--- config.mk ---
export PLATFORM = sky130hd
export DESIGN_NAME = clock_div_controller
export DESIGN_NICKNAME = d
export VERILOG_FILES = /design/src/rtl/clock_div_controller_pkg.sv /design/src/rtl/div_counter.sv /design/src/rtl/clock_div_controller.sv
export SDC_FILE = /design/constraint.sdc
export NUM_CORES = 1
export LEC_CHECK = 0
export BUFFER_PORTS_ARGS = -buffer_cell sky130_fd_sc_hd__buf_2
export CAP_MARGIN = 20
export CORE_ASPECT_RATIO = 1.4
export CORE_UTILIZATION = 56
export DETAILED_ROUTE_END_ITERATION = 8
export PLACE_DENSITY = 0.86
export SETUP_SLACK_MARGIN = 0.5
export SLEW_MARGIN = 40
export SYNTH_ARGS = -nofsm -noshare
export SYNTH_HDL_FRONTEND = slang
export SYNTH_SLANG_ARGS = --single-unit
--- constraint.sdc ---
create_clock -name clock -period 2.7 [get_ports clock]
set_input_delay 0.54 -clock clock [delete_from_list [all_inputs] [get_ports clock]]
set_output_delay 0.54 -clock clock [all_outputs]
set_load 0.02 [all_outputs]
--- src/rtl/clock_div_controller_pkg.sv ---
// Shared constants for the clock divider controller: FSM state encoding and
// the smallest divisor the controller will accept.
package clock_div_controller_pkg;

  localparam logic [1:0] StIdle = 2'd0;
  localparam logic [1:0] StRun  = 2'd1;
  localparam logic [1:0] StPend = 2'd2;

  localparam int unsigned MIN_DIV = 2;

endpackage

--- src/rtl/div_counter.sv ---
// Period counter: counts 0..div-1 while enabled, wraps at terminal count,
// and can be cleared synchronously.
module div_counter #(
  parameter int unsigned WIDTH = 8
) (
  input  logic             clock,
  input  logic             reset,
  input  logic             clear,
  input  logic             enable,
  input  logic [WIDTH-1:0] div,
  output logic [WIDTH-1:0] cnt,
  output logic             tc
);

  localparam logic [WIDTH-1:0] One = WIDTH'(1);

  logic [WIDTH-1:0] cnt_q, cnt_d;

  assign tc  = (cnt_q == (div - One));
  assign cnt = cnt_q;

  // Next count: clear wins, otherwise advance and wrap at terminal count.
  always_comb begin
    cnt_d = cnt_q;
    if (clear) begin
      cnt_d = '0;
    end else if (enable) begin
      cnt_d = tc ? '0 : (cnt_q + One);
    end
  end

  // Counter register.
  always_ff @(posedge clock) begin
    if (reset) begin
      cnt_q <= '0;
    end else begin
      cnt_q <= cnt_d;
    end
  end

endmodule

--- src/rtl/clock_div_controller.sv ---
// Programmable clock divider controller. A divisor offered while running is
// held as pending and committed only at the end of the current period, so a
// period is never truncated by reconfiguration.
module clock_div_controller
  import clock_div_controller_pkg::*;
#(
  parameter int unsigned WIDTH     = 8,
  parameter int unsigned RESET_DIV = 2
) (
  input  logic             clock,
  input  logic             reset,
  input  logic             enable,
  input  logic             cfg_valid,
  input  logic [WIDTH-1:0] cfg_div,
  output logic             cfg_ready,
  output logic             cfg_err,
  output logic             tick,
  output logic             div_out,
  output logic             running,
  output logic [WIDTH-1:0] cur_div
);

  logic [1:0]       state_q, state_d;
  logic [WIDTH-1:0] cur_div_q, cur_div_d;
  logic [WIDTH-1:0] pend_q, pend_d;
  logic             cfg_err_q, cfg_err_d;

  logic [WIDTH-1:0] cnt;
  logic             tc;
  logic             cnt_clear;
  logic             handshake;
  logic             legal;
  logic             accept;

  assign running   = (state_q != StIdle);
  assign cfg_ready = (state_q != StPend);
  assign handshake = cfg_valid & cfg_ready;
  assign legal     = (cfg_div >= WIDTH'(MIN_DIV));
  assign accept    = handshake & legal;

  // Outputs decode registered state only; no input reaches tick or div_out.
  assign tick    = running & tc;
  assign div_out = running & (cnt < (cur_div_q >> 1));
  assign cur_div = cur_div_q;
  assign cfg_err = cfg_err_q;

  div_counter #(
    .WIDTH (WIDTH)
  ) u_div_counter (
    .clock  (clock),
    .reset  (reset),
    .clear  (cnt_clear),
    .enable (running),
    .div    (cur_div_q),
    .cnt    (cnt),
    .tc     (tc)
  );

  // FSM, divisor commit and handshake decode.
  always_comb begin
    state_d   = state_q;
    cur_div_d = cur_div_q;
    pend_d    = pend_q;
    cfg_err_d = handshake & ~legal;
    cnt_clear = 1'b0;
    case (state_q)
      StIdle: begin
        // Hold cnt at 0 so the first RUN cycle starts a fresh period.
        cnt_clear = 1'b1;
        if (accept) begin
          cur_div_d = cfg_div;
        end
        if (enable) begin
          state_d = StRun;
        end
      end
      StRun: begin
        if (!enable) begin
          state_d   = StIdle;
          cnt_clear = 1'b1;
          // Stopping anyway, so a new divisor can commit immediately.
          if (accept) begin
            cur_div_d = cfg_div;
          end
        end else if (accept) begin
          pend_d  = cfg_div;
          state_d = StPend;
        end
      end
      StPend: begin
        if (!enable) begin
          state_d   = StIdle;
          cnt_clear = 1'b1;
          cur_div_d = pend_q;
        end else if (tc) begin
          // Counter wraps to 0 on this same edge, so the new period starts clean.
          cur_div_d = pend_q;
          state_d   = StRun;
        end
      end
      default: begin
        state_d   = StIdle;
        cnt_clear = 1'b1;
      end
    endcase
  end

  // Control registers.
  always_ff @(posedge clock) begin
    if (reset) begin
      state_q   <= StIdle;
      cur_div_q <= WIDTH'(RESET_DIV);
      pend_q    <= '0;
      cfg_err_q <= 1'b0;
    end else begin
      state_q   <= state_d;
      cur_div_q <= cur_div_d;
      pend_q    <= pend_d;
      cfg_err_q <= cfg_err_d;
    end
  end

endmodule

==> impl_results.rst, run 1 <==
.. list-table::
   :header-rows: 1

   * - Metric
     - Value
   * - Pin count of the biggest net entering global routing
     - 30
   * - Wire length of the first global-routing pass
     - 6380 microns
   * - Final hold violation count
     - 0
   * - Relative max-transition margin
     - 0.703
   * - Final Max Tran Viols
     - 0
   * - Clock Skews
     - around 8.8 ps
   * - Switching part of the total power
     - 0.375
   * - Measured slew at the worst slew-check pin
     - about 440 ps
   * - Via count of the first global-routing pass
     - around 1400
   * - Horiz. Die Dim
     - between 40 and 50 microns
   * - Final-stage net count
     - around 250
   * - 1st-pass router iterations
     - 4
   * - Worst IR drop on VDD
     - around 430 uV
   * - Layout overhead on the synthesized area
     - 24.4%
   * - Clock transition at the registers of the reported paths
     - approximately 90 ps
   * - Detailed Route WL
     - 3990 microns
   * - Required time reported for the critical path endpoint
     - about 2200 ps
   * - Setup repair after global routing missed its margin
     - true
   * - Die area
     - approximately 3200 sq um
   * - Count of non-filler cells in the finished layout
     - between 200 and 300
   * - Clock buffer count from CTS
     - 3
   * - Cell area after technology mapping
     - 1690 sq um
   * - Clock network latency to the later pin of the worst-skew pair
     - between 200 and 300 ps
   * - Cell depth of the worst flop-to-flop path
     - 10
   * - Worst min path class
     - flip-flop to flip-flop
   * - Number of synthesized register bits
     - 27
   * - Initial DRC count
     - 50
   * - Leakage
     - ~0.84 nW
   * - Synth cell types
     - 40
   * - Number of enable flip-flop cells after synthesis
     - 0
   * - Number of setup violations in the final report
     - 0
   * - Element type at the critical path end
     - output port
   * - Clock tree from TritonCTS
     - built
   * - Warning count from the yosys run
     - 0
   * - Most utilized layer in the global route result
     - met2
   * - Number of buffers inserted by port buffering
     - 24
   * - GRT Resource Usage Total
     - 0.261
   * - Start-to-end type of the worst setup path
     - flip-flop to output port
   * - CP max FO
     - 4
   * - Min-Delay Path Depth
     - 2
   * - Global Route met1 Usage
     - 0.258
   * - Max Root-Sink Buffers
     - 2
   * - Row count
     - 23
   * - Proportion of power drawn by flip-flops and latches
     - 0.388
   * - CTS hold repair buffers
     - 0
   * - Relative contribution of the clock network to total power
     - 0.196
   * - Switching component of the power
     - 0.457 mW
   * - Synth Net Count
     - ~210
   * - Initial standard-cell utilization of the core
     - 0.592
   * - Area of the core
     - between 2000 and 3000 sq um
   * - Async set-or-reset flop fraction in the synthesized netlist
     - 0
   * - Clock sink total
     - 27
   * - Critical path launch point type
     - flip-flop
   * - Capture endpoint of the worst hold path
     - pend_q[1]$_SDFFE_PP0P_
   * - Global-route track usage on met3
     - 0.0388
   * - Total inserted antenna cells
     - 0
   * - Share of final-layout standard cells stronger than drive strength 1
     - 0.284
   * - Util after Layout
     - 0.736
   * - Worst Path Arrival
     - roughly 1900 ps
   * - Congestion Overflow GR
     - 0
   * - I/O pin count
     - 25
   * - Dpl hpwl
     - 2750 microns
   * - Sequential fraction of the synthesis area
     - 0.321
   * - H-Tree Depth
     - 1
   * - Met2 Usage GRT
     - 0.516
   * - Power share of the combinational group
     - 0.417
   * - Final worst path period share
     - 0.894
   * - Mean cell area of the mapped netlist
     - between 9 and 10 sq um
   * - Origin of the critical flop-to-flop path
     - cur_div[0]$_SDFFE_PP0P_
   * - Overall die height
     - 66.9 microns
   * - Flop-to-flop setup slack
     - between 300 and 400 ps
   * - WL per Instance
     - ~15 microns
   * - Most used DFF post-synth
     - dfxtp_1
   * - Fill count
     - about 200
   * - Detailed-route DRC error count
     - 0
   * - Max Freq
     - a little over 0.4 GHz
   * - Total internal power
     - about 0.76 mW
   * - Cell at the root of the clock tree
     - clkbuf_8
   * - Pwr per Cell Area
     - roughly 580 nW/um^2
   * - Remaining antenna violation count after routing
     - 0
   * - Global placement routability congestion
     - 0.933
   * - Synthesized instance count
     - between 150 and 200
   * - Max-capacitance violation count
     - 0
   * - Via count
     - about 1500
   * - Total negative slack
     - 0 ps
   * - Result of the run
     - finished clean
   * - Minimum clock period
     - 2410 ps
   * - Placed cell count
     - ~250
   * - Antenna violations before repair
     - 0
   * - Vias per std cell
     - 5.81
   * - Endpoint of the lowest-slack register-to-register path
     - cur_div[3]$_SDFFE_PP0P_
   * - Startpoint of the most critical hold path
     - pend_q[1]$_SDFFE_PP0P_
## per-stage QoR
step	setup slack, ps	total power, mW	hold slack (ps)	instance area (sq um)
3_3_place_gp	382	0.885	466	1880
2_1_floorplan	510	0.781	452	1700
5_1_grt	138	1.29	523	2100
4_1_cts	330	1.18	500	2030
6_report	286	1.22	496	2100
3_5_place_dp	337	0.896	480	1880
## synthesized netlist by cell type, types with 2 or more instances
library cell / n / area [sq um]
o31ai_1: 10 / 75.1
nand4_1: 2 / 12.5
nor3_1: 2 / 10.0
o21a_1: 2 / 15.0
dfxtp_1: 27 / 541
nand3_1: 7 / 35.0
clkbuf_1: 4 / 15.0
mux2i_1: 17 / 170
xnor2_1: 11 / 96.3
nor2_1: 22 / 82.6
xor2_1: 8 / 70.1
a21o_1: 3 / 22.5
nand2_1: 8 / 30.0
or4_1: 8 / 60.1
and2_1: 3 / 18.8
and3_1: 2 / 12.5
inv_1: 12 / 45.0
a21oi_1: 5 / 25.0
ha_1: 12 / 150
nor2b_1: 2 / 12.5
## layer usage
metal | part of all wire | routed length, microns | vias to the layer above
li1 | - | - | 744
met5 | 0 | 0 | -
met1 | 0.39 | 1540 | 708
met3 | 0.032 | 127 | 14
met2 | 0.54 | 2170 | 38
met4 | 0.039 | 155 | 0
## cell families (layout without fill, tap and decap cells)
group | Yosys count | after routing | synth area share
adder cells (fa/ha/maj) | 12 | 12 | 0.0891
AND/OR/NAND/NOR | 63 | 63 | 0.203
buffers and inverters | 17 | 52 | 0.0386
AO/OA/AOI/OAI | 32 | 32 | 0.149
multiplexers | 17 | 17 | 0.101
XOR/XNOR | 19 | 19 | 0.0987
flip-flops | 27 | 27 | 0.321
## cells in the final DEF, fill, tap and decap left out, drive strengths merged, types with 2 or more instances in the layout
| cell type | netlist | routed |
|---|---|---|
| a21o | 3 | 3 |
| a21oi | 5 | 5 |
| and2 | 3 | 3 |
| and3 | 2 | 2 |
| buf | 1 | 36 |
| clkbuf | 4 | 3 |
| dfxtp | 27 | 27 |
| ha | 12 | 12 |
| inv | 12 | 13 |
| mux2i | 17 | 17 |
| nand2 | 8 | 8 |
| nand3 | 7 | 7 |
| nand4 | 2 | 2 |
| nor2 | 23 | 23 |
| nor2b | 2 | 2 |
| nor3 | 2 | 2 |
| o21a | 2 | 2 |
| o31ai | 10 | 10 |
| o41ai | 2 | 2 |
| or4 | 8 | 8 |
| xnor2 | 11 | 11 |
| xor2 | 8 | 8 |
## worst max-delay path by stage
stage	start	slack, ps	cells after the start	endpoint
after global routing	cur_div[0]$_SDFFE_PP0P_	140	6	tick
after floorplan	cur_div[0]$_SDFFE_PP0P_	510	8	cur_div[0]$_SDFFE_PP0P_
final	cur_div[0]$_SDFFE_PP0P_	290	8	tick
after global placement	cur_div[0]$_SDFFE_PP0P_	380	8	cur_div[4]$_SDFFE_PP0P_
after CTS	cur_div[0]$_SDFFE_PP0P_	330	8	tick
after detailed placement	cur_div[0]$_SDFFE_PP0P_	340	8	cur_div[0]$_SDFFE_PP0P_
## timing repair
action / 4_1_cts / 5_1_grt
setup endpoints to repair: 10 / 17
gates resized for setup: 18 / 8
buffers inserted: 4 / 4
pin swaps: 16 / 3
## power groups by stage
stage               registers (mW)  clock network, mW  logic, mW
floorplan                    0.493                  0      0.288
global placement             0.479                  0      0.405
detailed placement           0.480                  0      0.416
CTS                          0.470              0.243      0.471
global route                 0.478              0.259      0.555
finish                       0.472              0.238      0.508
## area by class of cell
cell class | count | area, sq um | share of cell area
multi-input combinational | 143 | 1170 | 0.560
sequential | 27 | 556 | 0.265
timing repair buffer | 36 | 223 | 0.106
inverter | 12 | 50.0 | 0.0239
tap | 37 | 46.3 | 0.0221
clock buffer | 3 | 41.3 | 0.0197
clock inverter | 1 | 6.26 | 0.00299
## worst max-delay path, cell delays in order (launching register included)
cell     delay (ps)
dfxtp_4         390
inv_4            50
ha_4            230
xnor2_1         120
nor2_1          180
o211a_1         210
nand4_1         150
nor2_2          150
buf_6           120
## flip-flops by register name, summed over array words and instances (netlist names)
name               cells
state_q                2
cur_div                8
cfg_err                1
u_div_counter.cnt      8
pend_q                 8
(Power assumes the default switching activity.)
==> run 2, diff against run 1 <==
CTS_CLUSTER_SIZE = 25   (was default)
REMOVE_ABC_BUFFERS = 1   (was default)
==> impl_results.rst, run 2 (synthesized netlist as in run 1, its figures left out) <==
.. list-table::
   :header-rows: 1

   * - Metric
     - Value
   * - Share of final-layout standard cells stronger than drive strength 1
     - 0.309
   * - Number of buffers and inverters on the critical path
     - 0
   * - I/O pin count
     - 25
   * - Util after Layout
     - 0.754
   * - Die area
     - ~3200 sq um
   * - Total inserted antenna cells
     - 0
   * - Clock Skews
     - around 1.2 ps
   * - WL per Instance
     - 17.0 microns
   * - Horiz. Die Dim
     - around 48 microns
   * - Via count of the first global-routing pass
     - about 1500
   * - CP max FO
     - 8
   * - Relative max-transition margin
     - 0.675
   * - Cell-by-cell listing of the critical path
     - xnor2_1 -> xnor2_1 -> o31a_1 -> o41a_1 -> or4_1 -> o31ai_1
   * - Global-route track usage on met3
     - 0.0160
   * - Most utilized layer in the global route result
     - met2
   * - Pin count of the biggest net entering global routing
     - 30
   * - Cell at the root of the clock tree
     - clkbuf_8
   * - Antenna violations before repair
     - 0
   * - Switching component of the power
     - 0.480 mW
   * - Critical path launch point type
     - flip-flop
   * - Power share of the combinational group
     - 0.441
   * - Detailed Route WL
     - around 4400 microns
   * - Min-Delay Path Depth
     - 2
   * - Worst min path class
     - flip-flop to flip-flop
   * - Proportion of power drawn by flip-flops and latches
     - 0.376
   * - H-Tree Depth
     - 1
   * - Vias per std cell
     - 5.98
   * - Setup repair after global routing missed its margin
     - true
   * - Initial standard-cell utilization of the core
     - 0.592
   * - Number of cells on the critical path
     - 6
   * - Most frequent standard cell in the layout excluding fill and tap cells
     - buf_2
   * - Total internal power
     - between 0.7 and 0.8 mW
   * - Remaining antenna violation count after routing
     - 0
   * - Max Root-Sink Buffers
     - 2
   * - Detailed-route DRC error count
     - 0
   * - Commonest cells after routing, fill and taps aside
     - buf_2 (22), nor2_1 (20), dfxtp_1 (20), mux2i_1 (17), buf_4 (13)
   * - Final Max Tran Viols
     - 0
   * - Switching part of the total power
     - 0.384
   * - Final hold violation count
     - 0
   * - Required time reported for the critical path endpoint
     - 2870 ps
   * - Worst Path Arrival
     - between 2000 and 3000 ps
   * - Clock sink total
     - 27
   * - Row count
     - 23
   * - Total negative slack
     - 0 ps
   * - Worst IR drop on VDD
     - roughly 450 uV
   * - Relative contribution of the clock network to total power
     - 0.183
   * - Final worst path period share
     - 0.908
   * - Clock tree from TritonCTS
     - built
   * - Overall die height
     - about 67 microns
   * - Layout overhead on the synthesized area
     - 27.4%
   * - Clock buffer count from CTS
     - 3
   * - Result of the run
     - finished clean
   * - Wire length of the first global-routing pass
     - 6730 microns
   * - Met2 Usage GRT
     - 0.532
   * - Leakage
     - approximately 0.86 nW
   * - Element type at the critical path end
     - flip-flop
   * - Max-capacitance violation count
     - 0
   * - Final-stage net count
     - around 250
   * - Clock network latency to the later pin of the worst-skew pair
     - between 200 and 300 ps
   * - Dpl hpwl
     - around 2700 microns
   * - Minimum clock period
     - 2450 ps
   * - Measured slew at the worst slew-check pin
     - 484 ps
   * - Cell repeated most along the worst path
     - xnor2_1
   * - 1st-pass router iterations
     - 5
   * - Cell depth of the worst flop-to-flop path
     - 6
   * - Via count
     - around 1600
   * - Slowest cell on crit path
     - o41a_1
   * - Global placement routability congestion
     - a little over 0.9
   * - GRT Resource Usage Total
     - 0.277
   * - Global Route met1 Usage
     - 0.282
   * - Number of setup violations in the final report
     - 0
   * - Start-to-end type of the worst setup path
     - flip-flop to flip-flop
   * - Number of buffers inserted by port buffering
     - 24
   * - Area of the core
     - roughly 2800 sq um
   * - Clock transition at the registers of the reported paths
     - about 90 ps
   * - Max Freq
     - just over 0.4 GHz
   * - Initial DRC count
     - 27
   * - Pwr per Cell Area
     - ~580 nW/um^2
   * - Congestion Overflow GR
     - 0
   * - Top delay family on crit path
     - compound AO/OA/AOI/OAI gates
   * - Slowest Stage Delay on Critical Path
     - about 550 ps
## run 2: path summary, 6_finish.rpt
check                                     from                      end  slack, ps
min reg2reg             pend_q[1]$_SDFFE_PP0P_   pend_q[1]$_SDFFE_PP0P_        500
min                     pend_q[1]$_SDFFE_PP0P_   pend_q[1]$_SDFFE_PP0P_        500
max          u_div_counter.cnt[3]$_SDFFE_PP0P_  cur_div[6]$_SDFFE_PP0P_        250
max reg2reg  u_div_counter.cnt[3]$_SDFFE_PP0P_  cur_div[6]$_SDFFE_PP0P_        250
## run 2: final cells by class
type / count / area (sq um)
Clock buffer: 4 / 45.0
Fill cell: 206 / 702
Inverter: 12 / 50.0
Multi-Input combinational cell: 143 / 1210
Tap cell: 37 / 46.3
Timing Repair Buffer: 37 / 230
Sequential cell: 27 / 562
## run 2: power by group through the flow
stage | registers, mW | logic (mW) | clock network, mW
floorplan | 0.491 | 0.279 | 0
global placement | 0.477 | 0.410 | 0
detailed placement | 0.479 | 0.415 | 0
CTS | 0.468 | 0.492 | 0.230
global route | 0.474 | 0.583 | 0.247
finish | 0.470 | 0.552 | 0.229
## run 2: through the flow
stage / power [mW] / hold slack, ps / setup slack [ps] / cell area [sq um] / cells
global route: 1.30 / 521 / 198 / 2150 / 260
finish: 1.25 / 498 / 249 / 2150 / 260
floorplan: 0.771 / 452 / 316 / 1670 / 182
detailed placement: 0.895 / 481 / 300 / 1860 / 247
global placement: 0.887 / 471 / 330 / 1860 / 247
CTS: 1.19 / 503 / 394 / 2080 / 259
## run 2: routing by layer
metal,vias to the layer above,routed length (microns)
li1,743,-
met1,724,1770
met2,62,2310
met3,25,109
met4,0,240
met5,-,0
## run 2: timing repair
action / 4_1_cts / 5_1_grt
resized for setup: 34 / 9
endpoints found under the setup margin: 15 / 17
hold buffers: 0 / 0
pin swaps: 15 / 6
setup buffers: 8 / 1
## run 2: tightest hold or removal path, delay by kind of cell, from the launching register on
kind / cells / cell delay (ps)
simple gates: 1 / 70
flops: 1 / 330
mux: 1 / 60
